`config.mk`:
```
export PLATFORM = sky130hd
export DESIGN_NAME = cache_ctrl_flat
export DESIGN_NICKNAME = d
export VERILOG_FILES = /design/src/rtl/cache_ctrl_if.sv /design/src/rtl/cache_ctrl.sv /design/src/flat_wrapper.sv
export SDC_FILE = /design/constraint.sdc
export NUM_CORES = 1
export LEC_CHECK = 0
export CORE_MARGIN = 2
export CORE_UTILIZATION = 51
export CTS_CLUSTER_DIAMETER = 80
export DETAILED_ROUTE_END_ITERATION = 12
export PLACE_DENSITY = 0.8
export SYNTH_ARGS = -nofsm -noshare
export SYNTH_HDL_FRONTEND = slang
export SYNTH_SLANG_ARGS = --single-unit
```
`constraint.sdc`:
```
create_clock -name clk -period 2.65 [get_ports clk]
set_input_delay 0.53 -clock clk [delete_from_list [all_inputs] [get_ports clk]]
set_output_delay 0.53 -clock clk [all_outputs]
set_load 0.03 [all_outputs]
```
`src/rtl/cache_ctrl_if.sv`:
```
`default_nettype none
// +----------------------------------------------------------------------+
// | cache_ctrl_if : CPU request/response, cache and backing-memory buses  |
// | Revision 1.0                                                         |
// +----------------------------------------------------------------------+
interface cache_ctrl_if #(
  parameter int ADDR_WIDTH = 8,
  parameter int DATA_WIDTH = 8
);
  logic                  req_valid;
  logic                  req_we;
  logic [ADDR_WIDTH-1:0] req_addr;
  logic [DATA_WIDTH-1:0] req_wdata;
  logic                  req_ready;
  logic                  rsp_valid;
  logic [DATA_WIDTH-1:0] rsp_rdata;
  logic                  rsp_err;
  logic                  c_we;
  logic [ADDR_WIDTH-1:0] c_addr;
  logic [DATA_WIDTH-1:0] c_wdata;
  logic [DATA_WIDTH-1:0] c_rdata;
  logic                  c_hit;
  logic                  mem_req;
  logic                  mem_we;
  logic [ADDR_WIDTH-1:0] mem_addr;
  logic [DATA_WIDTH-1:0] mem_wdata;
  logic                  mem_ack;
  logic [DATA_WIDTH-1:0] mem_rdata;

  // master is the controller; slave is the CPU/cache/memory environment
  modport master (
    input  req_valid, req_we, req_addr, req_wdata, c_rdata, c_hit, mem_ack, mem_rdata,
    output req_ready, rsp_valid, rsp_rdata, rsp_err, c_we, c_addr, c_wdata,
           mem_req, mem_we, mem_addr, mem_wdata
  );

  modport slave (
    output req_valid, req_we, req_addr, req_wdata, c_rdata, c_hit, mem_ack, mem_rdata,
    input  req_ready, rsp_valid, rsp_rdata, rsp_err, c_we, c_addr, c_wdata,
           mem_req, mem_we, mem_addr, mem_wdata
  );
endinterface
`default_nettype wire

```
`src/rtl/cache_ctrl.sv`:
```
`default_nettype none
// +----------------------------------------------------------------------+
// | cache_ctrl : single-request write-through cache controller with      |
// |              bounded backing-memory wait                             |
// | Revision 1.0                                                         |
// +----------------------------------------------------------------------+
module cache_ctrl #(
  parameter int ADDR_WIDTH  = 8,
  parameter int DATA_WIDTH  = 8,
  parameter int MEM_TIMEOUT = 255
) (
  input  wire logic     clk,
  input  wire logic     rst,
  cache_ctrl_if.master  bus
);

  typedef enum logic [2:0] {
    ST_IDLE   = 3'd0,
    ST_LOOKUP = 3'd1,
    ST_CHECK  = 3'd2,
    ST_MEM_RD = 3'd3,
    ST_MEM_WR = 3'd4,
    ST_FILL   = 3'd5,
    ST_RESP   = 3'd6
  } state_t;

  // timeout fires on the cycle whose increment would bring the count to MEM_TIMEOUT
  localparam logic [7:0] c_wait_last = 8'(MEM_TIMEOUT - 1);

  state_t                r_state;
  logic [7:0]            r_wait;
  logic [ADDR_WIDTH-1:0] r_addr;
  logic [DATA_WIDTH-1:0] r_data;

  logic                  r_req_ready;
  logic                  r_rsp_valid;
  logic [DATA_WIDTH-1:0] r_rsp_rdata;
  logic                  r_rsp_err;
  logic                  r_c_we;
  logic [ADDR_WIDTH-1:0] r_c_addr;
  logic [DATA_WIDTH-1:0] r_c_wdata;
  logic                  r_mem_req;
  logic                  r_mem_we;
  logic [ADDR_WIDTH-1:0] r_mem_addr;
  logic [DATA_WIDTH-1:0] r_mem_wdata;

  assign bus.req_ready = r_req_ready;
  assign bus.rsp_valid = r_rsp_valid;
  assign bus.rsp_rdata = r_rsp_rdata;
  assign bus.rsp_err   = r_rsp_err;
  assign bus.c_we      = r_c_we;
  assign bus.c_addr    = r_c_addr;
  assign bus.c_wdata   = r_c_wdata;
  assign bus.mem_req   = r_mem_req;
  assign bus.mem_we    = r_mem_we;
  assign bus.mem_addr  = r_mem_addr;
  assign bus.mem_wdata = r_mem_wdata;

  always_ff @(posedge clk or negedge rst) begin
    if (!rst) begin
      r_state     <= ST_IDLE;
      r_wait      <= '0;
      r_addr      <= '0;
      r_data      <= '0;
      r_req_ready <= 1'b1;
      r_rsp_valid <= 1'b0;
      r_rsp_rdata <= '0;
      r_rsp_err   <= 1'b0;
      r_c_we      <= 1'b0;
      r_c_addr    <= '0;
      r_c_wdata   <= '0;
      r_mem_req   <= 1'b0;
      r_mem_we    <= 1'b0;
      r_mem_addr  <= '0;
      r_mem_wdata <= '0;
    end else begin
      case (r_state)
        ST_IDLE: begin
          if (bus.req_valid) begin
            r_addr      <= bus.req_addr;
            r_data      <= bus.req_wdata;
            r_req_ready <= 1'b0;
            if (bus.req_we) begin
              // stores bypass the lookup and write through to memory first
              r_state     <= ST_MEM_WR;
              r_wait      <= '0;
              r_mem_req   <= 1'b1;
              r_mem_we    <= 1'b1;
              r_mem_addr  <= bus.req_addr;
              r_mem_wdata <= bus.req_wdata;
            end else begin
              r_state  <= ST_LOOKUP;
              r_c_addr <= bus.req_addr;
            end
          end
        end

        ST_LOOKUP: begin
          r_state <= ST_CHECK;
        end

        ST_CHECK: begin
          if (bus.c_hit) begin
            r_data      <= bus.c_rdata;
            r_state     <= ST_RESP;
            r_rsp_valid <= 1'b1;
            r_rsp_rdata <= bus.c_rdata;
            r_rsp_err   <= 1'b0;
          end else begin
            r_state     <= ST_MEM_RD;
            r_wait      <= '0;
            r_mem_req   <= 1'b1;
            r_mem_we    <= 1'b0;
            r_mem_addr  <= r_addr;
            r_mem_wdata <= '0;
          end
        end

        ST_MEM_RD, ST_MEM_WR: begin
          if (bus.mem_ack) begin
            r_mem_req   <= 1'b0;
            r_mem_we    <= 1'b0;
            r_mem_wdata <= '0;
            r_state     <= ST_FILL;
            r_c_we      <= 1'b1;
            r_c_addr    <= r_addr;
            if (r_state == ST_MEM_RD) begin
              r_data    <= bus.mem_rdata;
              r_c_wdata <= bus.mem_rdata;
            end else begin
              r_c_wdata <= r_data;
            end
          end else if (r_wait == c_wait_last) begin
            r_wait      <= r_wait + 8'd1;
            r_mem_req   <= 1'b0;
            r_mem_we    <= 1'b0;
            r_mem_wdata <= '0;
            r_state     <= ST_RESP;
            r_rsp_valid <= 1'b1;
            r_rsp_rdata <= '0;
            r_rsp_err   <= 1'b1;
          end else begin
            r_wait <= r_wait + 8'd1;
          end
        end

        ST_FILL: begin
          r_c_we      <= 1'b0;
          r_c_wdata   <= '0;
          r_state     <= ST_RESP;
          r_rsp_valid <= 1'b1;
          r_rsp_rdata <= r_data;
          r_rsp_err   <= 1'b0;
        end

        ST_RESP: begin
          r_rsp_valid <= 1'b0;
          r_rsp_rdata <= '0;
          r_rsp_err   <= 1'b0;
          r_state     <= ST_IDLE;
          r_req_ready <= 1'b1;
        end

        default: begin
          r_state     <= ST_IDLE;
          r_req_ready <= 1'b1;
          r_rsp_valid <= 1'b0;
          r_c_we      <= 1'b0;
          r_mem_req   <= 1'b0;
        end
      endcase
    end
  end

endmodule
`default_nettype wire

```
`src/flat_wrapper.sv`:
```
// flat-port wrapper written by rule: the top's interface ports become plain ports
module cache_ctrl_flat 
#(
  parameter int ADDR_WIDTH  = 8,
  parameter int DATA_WIDTH  = 8,
  parameter int MEM_TIMEOUT = 255
)
  (clk, rst, bus_req_valid, bus_req_we, bus_req_addr, bus_req_wdata, bus_c_rdata, bus_c_hit, bus_mem_ack, bus_mem_rdata, bus_req_ready, bus_rsp_valid, bus_rsp_rdata, bus_rsp_err, bus_c_we, bus_c_addr, bus_c_wdata, bus_mem_req, bus_mem_we, bus_mem_addr, bus_mem_wdata);
  cache_ctrl_if #(.ADDR_WIDTH(ADDR_WIDTH), .DATA_WIDTH(DATA_WIDTH)) bus_i ();
  input  wire logic clk;
  input  wire logic rst;
  input wire logic [$bits(bus_i.req_valid)-1:0] bus_req_valid;
  input wire logic [$bits(bus_i.req_we)-1:0] bus_req_we;
  input wire logic [$bits(bus_i.req_addr)-1:0] bus_req_addr;
  input wire logic [$bits(bus_i.req_wdata)-1:0] bus_req_wdata;
  input wire logic [$bits(bus_i.c_rdata)-1:0] bus_c_rdata;
  input wire logic [$bits(bus_i.c_hit)-1:0] bus_c_hit;
  input wire logic [$bits(bus_i.mem_ack)-1:0] bus_mem_ack;
  input wire logic [$bits(bus_i.mem_rdata)-1:0] bus_mem_rdata;
  output wire logic [$bits(bus_i.req_ready)-1:0] bus_req_ready;
  output wire logic [$bits(bus_i.rsp_valid)-1:0] bus_rsp_valid;
  output wire logic [$bits(bus_i.rsp_rdata)-1:0] bus_rsp_rdata;
  output wire logic [$bits(bus_i.rsp_err)-1:0] bus_rsp_err;
  output wire logic [$bits(bus_i.c_we)-1:0] bus_c_we;
  output wire logic [$bits(bus_i.c_addr)-1:0] bus_c_addr;
  output wire logic [$bits(bus_i.c_wdata)-1:0] bus_c_wdata;
  output wire logic [$bits(bus_i.mem_req)-1:0] bus_mem_req;
  output wire logic [$bits(bus_i.mem_we)-1:0] bus_mem_we;
  output wire logic [$bits(bus_i.mem_addr)-1:0] bus_mem_addr;
  output wire logic [$bits(bus_i.mem_wdata)-1:0] bus_mem_wdata;
  assign bus_i.req_valid = bus_req_valid;
  assign bus_i.req_we = bus_req_we;
  assign bus_i.req_addr = bus_req_addr;
  assign bus_i.req_wdata = bus_req_wdata;
  assign bus_i.c_rdata = bus_c_rdata;
  assign bus_i.c_hit = bus_c_hit;
  assign bus_i.mem_ack = bus_mem_ack;
  assign bus_i.mem_rdata = bus_mem_rdata;
  assign bus_req_ready = bus_i.req_ready;
  assign bus_rsp_valid = bus_i.rsp_valid;
  assign bus_rsp_rdata = bus_i.rsp_rdata;
  assign bus_rsp_err = bus_i.rsp_err;
  assign bus_c_we = bus_i.c_we;
  assign bus_c_addr = bus_i.c_addr;
  assign bus_c_wdata = bus_i.c_wdata;
  assign bus_mem_req = bus_i.mem_req;
  assign bus_mem_we = bus_i.mem_we;
  assign bus_mem_addr = bus_i.mem_addr;
  assign bus_mem_wdata = bus_i.mem_wdata;
  cache_ctrl #(.ADDR_WIDTH(ADDR_WIDTH), .DATA_WIDTH(DATA_WIDTH), .MEM_TIMEOUT(MEM_TIMEOUT)) u_core (.clk(clk), .rst(rst), .bus(bus_i));
endmodule
```
# After elaboration in Yosys (flattened, before gate mapping)
# Cells that the tools add are included.
classes:
  add_sub_neg: 1
  n_bitwise: 4
  reduce_logical: 27
  muxes: 50
  n_eq_ne: 16
ops:
  columns: ["cell", "n"]
  rows:
  - ["8-bit 2-to-1 mux", 19]
  - ["8-bit one-hot mux with 3 select lines", 3]
  - ["8-bit one-hot mux with 2 select lines", 3]
  - ["8-bit one-hot mux with 4 select lines", 1]
  - ["4-bit AND reduction", 6]
  - ["3-bit 2-to-1 mux", 5]
  - ["3-bit one-hot mux with 5 select lines", 1]
  - ["5-bit AND reduction", 3]
  - ["2-bit inequality test (second input constant)", 7]
  - ["1-bit 2-to-1 mux", 12]
  - ["2-bit AND reduction", 5]
  - ["3-bit == test (second input constant)", 3]
  - ["8-bit by 1-bit adder with 8-bit output (second input constant)", 1]
  - ["8-bit == test (second input constant)", 1]
  - ["1-bit one-hot mux with 4 select lines", 2]
  - ["3-bit by 2-bit == test with 1-bit output (second input constant)", 2]
  - ["1-bit one-hot mux with 3 select lines", 2]
  - ["2-bit nonzero test", 3]
  - ["3-bit nonzero test", 2]
  - ["2-bit OR reduction", 3]
  - ["5-bit OR reduction", 1]
  - ["1-bit NOT", 4]
  - ["1-bit one-hot mux with 2 select lines", 2]
  - ["4-bit nonzero test", 1]
  - ["6 further kinds", 6]
totals:
  output_inout_bits: 46
  input_bits: 38
  word_cells: 113
  reg_bits: 73

# Logic depth before layout (Yosys ltp)
# Gate-level depths: netlist of the first run.
depth:
  depth_word: 4
  ltp_mapped: 7

# Worst setup path before layout of the first run
# Ideal clock, no wire load.
synth_timing:
  path_type: "register -> register"
  startpoint: "register u_core.r_wait[0]"
  endpoint: "register u_core.r_rsp_err, in the netlist u_core.bus.rsp_err"
  t_required_ns: 2.525
  path_buffers: 0
  path_stages_with_launch: 7
  setup_slack_ns: 0.656
  t_arrival_ns: 1.870
  period_less_slack_ns: 1.994
  cell_sequence: "dfrtp_1 inv_1 ha_1 and3_1 nand2_4 a2111oi_4 mux2_2"
synth_between:
  elab_chain_len: 3
synth_rtl:
  columns: ["item", "line_no", "rtl"]
  rows:
  - ["start: declaration", "cache_ctrl.sv:31", "logic [7:0] r_wait;"]
  - ["start signal: assignment", "cache_ctrl.sv:134", "r_wait <= r_wait + 8'd1;"]
  - ["start signal: assignment", "cache_ctrl.sv:143", "r_wait <= r_wait + 8'd1;"]
  - ["8-bit == test", "cache_ctrl.sv:133", "end else if (r_wait == c_wait_last) begin"]
  - ["2-bit by 1-bit inequality test with 1-bit output (no line)", null, null]
  - ["4-bit AND reduction (no line)", null, null]
  - ["end signal: assignment", "cache_ctrl.sv:141", "r_rsp_err <= 1'b1;"]
  - ["end signal: assignment", "cache_ctrl.sv:153", "r_rsp_err <= 1'b0;"]
  - ["end signal: assignment", "cache_ctrl.sv:159", "r_rsp_err <= 1'b0;"]
  - ["end: declaration", "cache_ctrl.sv:38", "logic r_rsp_err;"]
# Every way passes these cells.
# A chain may end at the register's enable or synchronous reset.

# Final worst setup path of the first run
layout_timing:
  startpoint: "register u_core.r_state[2]"
  endpoint: "register u_core.r_c_addr[6], in the netlist u_core.bus.c_addr[6]"
layout_between:
  elab_chain_len: 4
  word_cells_on_any_way: 10
  cone_classes: "eq/ne: 5; mux: 1; reduce/logical: 4"
layout_rtl:
  columns: ["item", "line_no", "rtl"]
  rows:
  - ["start: declaration", "cache_ctrl.sv:30", "state_t r_state;"]
  - ["start signal: assignment", "cache_ctrl.sv:61", "r_state <= ST_IDLE;"]
  - ["start signal: assignment", "cache_ctrl.sv:85", "r_state <= ST_MEM_WR;"]
  - ["start signal: assignment", "cache_ctrl.sv:92", "r_state <= ST_LOOKUP;"]
  - ["3-bit == test / 3-bit by 2-bit == test with 1-bit output (equally long branches)", "cache_ctrl.sv:77", "case (r_state)"]
  - ["2-bit OR reduction", "cache_ctrl.sv:77", null]
  - ["2-bit inequality test (no line) / 2-bit nonzero test (equally long branches)", null, null]
  - ["4-bit AND reduction (no line)", null, null]
  - ["end signal: assignment", "cache_ctrl.sv:93", "r_c_addr <= bus.req_addr;"]
  - ["end signal: assignment", "cache_ctrl.sv:126", "r_c_addr <= r_addr;"]
  - ["end: declaration", "cache_ctrl.sv:40", "logic [ADDR_WIDTH-1:0] r_c_addr;"]
# Several ways; a longest one is shown, not always the timed one.

==> results.txt, run 1 <==
The number of nets in the synthesized netlist is 402. Across the run, the number of max-cap violations was 0. Largest net degree at the start of global routing: 27. The tools report the proportion of synthesized chip area in sequential cells as 47.9%.

The final critical delay including setup and external delays works out to 2330 ps. Clock tree synthesis inserted a total of 9 buffers. Detailed placement finished with a half-perimeter wire length of 7090 microns. For the worst setup path, the data required time is 2890 ps.

The worst setup path is launched from a register. The worst-case IR drop observed on VDD is 0.723 mV. Setup violations remaining at the end of the flow were counted as 0.

The tools report the number of global-route vias before repair as 3125. The latest clock arrival within the worst-skew pair was 340 ps; the wire length of the first global-routing pass was 16100 microns. The busiest layer in global routing is met2. In this run the deepest clock path goes through 2 buffers. The tools report the post-route setup TNS as 0 ps. The logs give 0.00210 uW for the leakage component of the power and 320 ps for the minimum setup slack among reg-to-reg paths. In this run the worst path has a maximum fanout of 12. The flip-flop and latch count after synthesis is 73. Number of enable-type register cells in the synthesized netlist: 0.

Buffers inserted to repair hold after CTS numbered 0. Hold timing on the final database bottoms out at a slack of 172 ps. The count of buffers added by post-CTS timing repair for setup came out at 0. Setup repair after global routing left no endpoint under its margin.

The tightest min-delay check is of the input port to asynchronous set/reset pin type. The critical path is of the register to register type. After detailed routing, the total wire length is 9710 microns. Ranked by total cell area, the synthesized netlist is headed by sky130_fd_sc_hd__dfrtp_1 (47%), sky130_fd_sc_hd__mux2_2 (12%), sky130_fd_sc_hd__a21oi_1 (3.7%). Power comes to 6920 uW. In the final layout, flip-flops and latches occupy 1830 sq um. For this run, the detailed router's first-pass iteration total came to 5. The worst path uses 87.9% of the clock period. The library cells used most frequently in the layout, excluding fill and tap cells, are sky130_fd_sc_hd__clkdlybuf4s50_1 (82), sky130_fd_sc_hd__dfrtp_1 (72), sky130_fd_sc_hd__mux2_2 (39), sky130_fd_sc_hd__a21oi_1 (28), sky130_fd_sc_hd__nor2_1 (25). The met3 track demand over resource was 4.67%; the remaining design rule violation count was 0. The combined area of the multi-input logic cells is 1830 sq um.

The worst pin sits at a relative slew slack of 49.6%. The area fraction of the dominant cell type after synthesis works out to 47.2%. Including well taps, the total number of placed cells is 540. Post-route antenna net violation count: 0.

Fill cells in the final layout number 559. The tools report the area inside the core boundary as 7250 sq um. The finished layout holds 556 standard cells, fillers aside. The die is 90.5 microns wide. The total global-route track usage is 24.7%. The fraction of layout instances using a drive strength above 1 was 19.5%. The number of pins with negative max-slew slack in the final report was 0; the layout overhead on the synthesized area was 32.1%. The number of sinks on the clock net is 73. The worst setup path is captured at a register. The tools report the critical path arrival as 2570 ps.

For this run, the leading register cell type out of synthesis is sky130_fd_sc_hd__dfrtp_1. The final hold violation count is 0, and the post-detailed-route via-to-cell ratio is 5.91. During placement, the flow inserted port buffers numbering 83.

The tools report the post-synthesis instance area as 3820 sq um. The run gives 35.0% as the met1 routing resource usage after global routing. The tools report the root cell of the clock tree as sky130_fd_sc_hd__clkbuf_8. TritonCTS built the clock tree. At the end of the flow, the number of nets in the layout was 492. For this design the ratio of total power to cell area is 1370 nW/um^2.

The initial utilization of the core area, before any placement, comes to 52.6%. The most common cell after layout, fill and taps aside was sky130_fd_sc_hd__clkdlybuf4s50_1. For the count of pins on the block boundary, the log shows 84. A synthesized cell averages 10.5 sq um.

sky130_fd_sc_hd__dfrtp_1 takes more of the synthesized area than any other cell. The violation count after the first detailed-routing iteration was 212; the distinct cell type count of the synthesized netlist was 53. The run gives 69.5% as the final core utilization. After clock tree synthesis, the clock-pin slew on the worst setup and hold paths is 80 ps. The die is 90.5 microns tall.

The Yosys step of the flow raised 0 warnings. The global routing met2 resource utilization was 38.3%. For the number of rows in the core area, the log shows 31.

The worst register-to-register path ends at u_core.bus.c_addr[6]. The flow ran to the end, and the final reports show no timing, DRC or antenna violations. The total die area came out at 8190 sq um. For the number of antenna violations at the first check in global routing, the log shows 0. The share of async-settable or async-resettable flops after synthesis came out at 100%. The number of antenna diodes in the final layout is 0. For the number of levels in the clock H-tree, the log shows 3.

The placer's final routability congestion estimate was 0.911; the transition time of the tightest slew-check pin was 751 ps. Number of gates resized after CTS: 0. The worst register-to-register path begins at u_core.r_state[2]. The run gives 429 MHz as the maximum clock frequency. The worst clock skew was 5.31 ps. After global routing the overflow that remains totals 0. Average wire per cell in the routed design: 17.5 microns. For the number of instances in the synthesized netlist, the log shows 362.

For the worst flop-to-flop path, the logic depth is 4. Across all layers, the routed design uses 3286 vias.
==> power by group <==
part / switching, uW / internal, uW / leakage (uW) / total (uW)
Combinational: 2110 / 1720 / 0.00109 / 3840
Sequential: 402 / 1650 / 0.000885 / 2050
Clock: 424 / 608 / 0.000123 / 1030
==> registers in the layout (all words and copies together) (netlist names), 8 cells and up <==
signal,count
u_core.bus.rsp_rdata,8
u_core.bus.mem_addr,8
u_core.r_wait,8
u_core.bus.c_addr,8
u_core.bus.c_wdata,8
u_core.r_data,8
u_core.r_addr,8
u_core.bus.mem_wdata,8
==> through the flow <==
stage                     setup WS, ps  instance area (sq um)
after floorplan                    656                   3820
after global placement             188                   4800
after detailed placement           143                   4800
after CTS                          322                   5040
after global routing               219                   5040
final                              320                   5040
==> critical path, cell delays in order, from the launching register on <==
cell                       delay, ps
sky130_fd_sc_hd__dfrtp_1         500
sky130_fd_sc_hd__nand2b_1        440
sky130_fd_sc_hd__o21ai_2         620
sky130_fd_sc_hd__mux2_2          410
sky130_fd_sc_hd__mux2_2          260
==> layer usage <==
metal	vias to the layer above	part of all wire, %	wire length, microns
li1	1534	-	-
met1	1613	44	4290
met2	124	48	4680
met3	15	6.0	580
met4	0	1.6	156
met5	-	0	0
==> cells in the mapped netlist (2+ instances only) <==
cell type and instances:
sky130_fd_sc_hd__and3_1 8, sky130_fd_sc_hd__mux2_1 2, sky130_fd_sc_hd__o31ai_1 6, sky130_fd_sc_hd__a22oi_1 16, sky130_fd_sc_hd__dfrtp_1 72, sky130_fd_sc_hd__o32ai_1 2, sky130_fd_sc_hd__and3b_1 2, sky130_fd_sc_hd__o2bb2ai_1 8
sky130_fd_sc_hd__or4_1 6, sky130_fd_sc_hd__a22o_1 9, sky130_fd_sc_hd__mux2i_1 2, sky130_fd_sc_hd__inv_1 12, sky130_fd_sc_hd__a21oi_1 28, sky130_fd_sc_hd__clkbuf_1 12, sky130_fd_sc_hd__buf_6 2, sky130_fd_sc_hd__nor2_1 25
sky130_fd_sc_hd__a211o_1 2, sky130_fd_sc_hd__ha_1 2, sky130_fd_sc_hd__a211oi_1 6, sky130_fd_sc_hd__nand2_1 21, sky130_fd_sc_hd__o21a_1 3, sky130_fd_sc_hd__nand3_1 6, sky130_fd_sc_hd__nor3_1 3, sky130_fd_sc_hd__o21ai_1 2
sky130_fd_sc_hd__nand2b_1 3, sky130_fd_sc_hd__buf_2 9, sky130_fd_sc_hd__and2_1 3, sky130_fd_sc_hd__mux2_2 39, sky130_fd_sc_hd__a31oi_1 18, sky130_fd_sc_hd__o21ai_0 8, sky130_fd_sc_hd__nor2b_1 3
==> cell families (layout without fill, tap and decap cells) <==
kind of cell             Yosys count  in the layout  synth area share [%]
adder cells (fa/ha/maj)            2              2                 0.656
AND/OR/NAND/NOR                   91             91                  12.8
AO/OA/AOI/OAI                    117            117                  21.7
multiplexers                      43             43                  12.6
flip-flops                        73             73                  47.9
buffers and inverters             36            131                  4.33
==> final cells by class <==
cell class	instances	share of cell area, %
Inverter	12	0.894
Timing Repair Buffer	103	19.4
Multi-Input combinational cell	253	36.3
Tap cell	99	2.46
Clock inverter	4	1.46
Clock buffer	12	3.28
Sequential cell	73	36.3
==> how the worst max path moves through the flow <==
stage                 startpoint                      end  slack [ps]  cells past startpoint
3_5_place_dp       bus_req_valid  u_core.bus.mem_wdata[3]         140                      5
5_1_grt        u_core.r_state[0]         u_core.r_wait[0]         220                      4
3_3_place_gp       bus_req_valid  u_core.bus.mem_wdata[1]         190                      5
6_report       u_core.r_state[2]     u_core.bus.c_addr[6]         320                      4
2_1_floorplan   u_core.r_wait[0]       u_core.bus.rsp_err         660                      6
4_1_cts        u_core.r_state[2]     u_core.bus.c_addr[0]         320                      4
Power figures use the tool's default switching activity.
==> run 2, diff against run 1 <==
--- a/config.mk
+++ b/config.mk
@@ -6,10 +6,10 @@
 export NUM_CORES = 1
 export LEC_CHECK = 0
 export CORE_MARGIN = 2
-export CORE_UTILIZATION = 51
+export CORE_UTILIZATION = 50
 export CTS_CLUSTER_DIAMETER = 80
 export DETAILED_ROUTE_END_ITERATION = 12
-export PLACE_DENSITY = 0.8
+export PLACE_DENSITY = 0.79
 export SYNTH_ARGS = -nofsm -noshare
 export SYNTH_HDL_FRONTEND = slang
 export SYNTH_SLANG_ARGS = --single-unit
==> results.txt, run 2 (synthesis gave the netlist of run 1 again) <==
The flow ran to the end, and the final reports show no timing, DRC or antenna violations. Worst-case headroom to the max-slew limit: 43.7%. Of the total power, combinational logic draws 57.5%. The count of input and output buffers was 83; the remaining design rule violation count was 0. For the final core utilization, the log shows 67.9%. The tools report the start point of the critical path as u_core.r_state[0]. The highest net fanout along the worst path is 13, and the worst clock skew is 7.55 ps. In this run, post-CTS hold repair placed 0 buffers. The minimum setup slack among reg-to-reg paths is 360 ps, and the clock slew seen by the registers of the worst setup and hold paths is 80 ps. The tree built by TritonCTS fans out to 73 sinks. Global routing used 24.1% of the available tracks. In this run the standard cell core region covers 7330 sq um.

For the worst setup path, the data arrival time is 2580 ps. The number of antenna violations at the first check in global routing was 0. For the required time of the critical path, the log shows 2930 ps. The fraction of power spent switching nets was 44.3%; the cell internal power dissipation was 3740 uW.

The die covers 8350 sq um. The library cells used most frequently in the layout, excluding fill and tap cells, are sky130_fd_sc_hd__clkdlybuf4s50_1 (82), sky130_fd_sc_hd__dfrtp_1 (72), sky130_fd_sc_hd__mux2_2 (39), sky130_fd_sc_hd__a21oi_1 (28), sky130_fd_sc_hd__nor2_1 (25). STA classifies the critical path startpoint as a register.

Detailed routing inserted a total of 3251 vias. Global routing finished with a remaining overflow of 0. The first global-routing pass estimated 16000 microns of wire. The analysis attributes to cell leakage a power of 0.00206 uW.

The placer's final routability congestion estimate is 0.847, and the power after layout is 6710 uW. The maximum clock frequency is 436 MHz, and the number of buffers added by the clock tree synthesis step is 9. Entering global routing, the biggest net connects 49 pins. Sequential cell area in the final layout: 1830 sq um. The floorplan step set the die width to 91.4 microns. The final hold violation count is 0. The area of all placed cells without fillers came out at 4980 sq um.

The layout overhead on the synthesized area is 30.5%, and the y dimension of the die is 91.4 microns. Startpoint-to-endpoint class of the critical path: register to register. Counting cells, the worst reg-to-reg path comes to 4. The number of setup buffers added after CTS is 0. Once the floorplan was initialized, standard cells occupied 52.1% of the core.

The number of global-route vias before repair was 3287. The tools report the endpoint class of the critical path as a register. Setup repair after global routing left no endpoint under its margin.

The most critical setup path has its endpoint at u_core.r_wait[0]. The tightest min-delay check is of the input port to asynchronous set/reset pin type. For the pin with the worst max-slew slack, the measured transition is 838 ps. The tools report the number of iterations in the first detailed-routing pass as 5. The clock period could shrink to 2290 ps.

For this block, the initial DRC count from the detailed router was 182. Summed over all nets, the switching power comes to 2970 uW. After detailed routing, the total wire length is 9880 microns. The routed design uses 526 microns of met3 wire. Detailed placement finished with a half-perimeter wire length of 7190 microns.

The endpoint identified for the worst register-to-register timing path is u_core.r_wait[0]. The layout has 541 filler cells. The top metal layer carrying routed signals was met4. In the final routed layout, each cell accounts on average for 17.8 microns. The clock tree synthesis step divided the H-tree into 3 levels.

Once the clock tree was built, the resizer swapped 0 gates to a different size. Per report_power, the clock group accounts for 12.0% of the total. TritonCTS built the clock tree. The post-route antenna net violation count was 0. Most common cell after layout, fill and taps aside: sky130_fd_sc_hd__clkdlybuf4s50_1. Dividing the detail-routed via count by the number of cells gives 5.87.

The post-route setup TNS is 0 ps. Walking the worst path, the cells encountered are or3b_2 -> o21ai_1 -> or2_2 -> mux2_2. The diode insertion count for antenna repair was 0.

The startpoint identified for the worst register-to-register timing path is u_core.r_state[0]. In this run the core area contains 31 standard-cell rows. The multi-input combinational cells in the finished layout cover a total of 1830 sq um. Dividing total power by cell area gives a power density of 1350 nW/um^2. Counting along the longest clock path gives a buffer depth of 2. The final net count was 490. Cells with a size suffix above 1 make up 19.1% of the layout. The count of pins on the block boundary came out at 84. Clock tree synthesis selected as its root buffer the cell sky130_fd_sc_hd__clkbuf_8.

The peak supply drop was 0.747 mV. The cell at the slowest stage of the critical path was sky130_fd_sc_hd__o21ai_1. The amount of wire on met2 after detailed routing was 4720 microns. The placed instances occupy a cell area of 4800 sq um. Setup violations remaining at the end of the flow were counted as 0.

The post-route clock period utilization was 86.5%; the longest individual stage delay on the worst path was 710 ps. The tools report the number of pins with negative max-slew slack in the final report as 0. The detailed router put a total of 4550 microns of wire on met1.

Sequential cells account for 30.5% of the total power. The run gives 350 ps as the latest clock arrival within the worst-skew pair. The count of max-cap constraint violations was 0.
-- run 2: cell types whose count changed in the layout (fill, tap and decap cells not counted), sizes merged --
cell and delta:
bufinv -2, clkinvlp +4, buf -2, clkbuf -2
-- run 2: critical path, delay by kind of cell, from the launching register on --
family	cells	cell delay (ps)
and+or+nand+nor	2	880
AOI/OAI and AO/OA	1	710
DFF	1	500
muxes	1	140
-- run 2: layout make-up --
cell class / instances / share of cell area [%]
multi-input combinational: 253 / 36.7
tap: 99 / 2.49
inverter: 12 / 0.904
sequential: 73 / 36.7
timing repair buffer: 101 / 19.5
clock buffer: 10 / 2.76
clock inverter: 6 / 0.879
-- run 2: worst min path at each step --
stage                            start                 endpoint  slack (ps)  cells after the start
3_3_place_gp      u_core.bus.req_ready     u_core.bus.req_ready         470                      2
4_1_cts                            rst     u_core.bus.c_addr[7]         210                      1
2_1_floorplan                      rst     u_core.bus.c_addr[0]         230                      0
3_5_place_dp   u_core.bus.mem_wdata[5]  u_core.bus.mem_wdata[5]         490                      1
5_1_grt                            rst     u_core.bus.c_addr[7]         260                      1
6_report                           rst     u_core.bus.c_addr[7]         190                      1
-- run 2: through the flow --
stage                     worst slack, ps  std cells  hold slack, ps
after floorplan                       656        362             234
final                                 359        554             193
after global placement                220        538             475
after detailed placement              158        538             486
after global routing                  242        554             256
after CTS                             404        554             211
-- run 2: per-layer routing --
layer | global-route usage (%) | vias up
met5 | 0 | -
met4 | 6.82 | 0
met3 | 4.56 | 7
met2 | 38.5 | 102
met1 | 33.8 | 1611
li1 | - | 1531
-- run 2: power groups by stage --
| stage | combinational [uW] | sequential, uW | clock, uW |
|---|---|---|---|
| after floorplan | 1960 | 2600 | 0 |
| after global placement | 3750 | 2030 | 0 |
| after detailed placement | 3850 | 2040 | 0 |
| after CTS | 3860 | 2040 | 815 |
| after global routing | 4130 | 2110 | 852 |
| final | 3860 | 2040 | 808 |
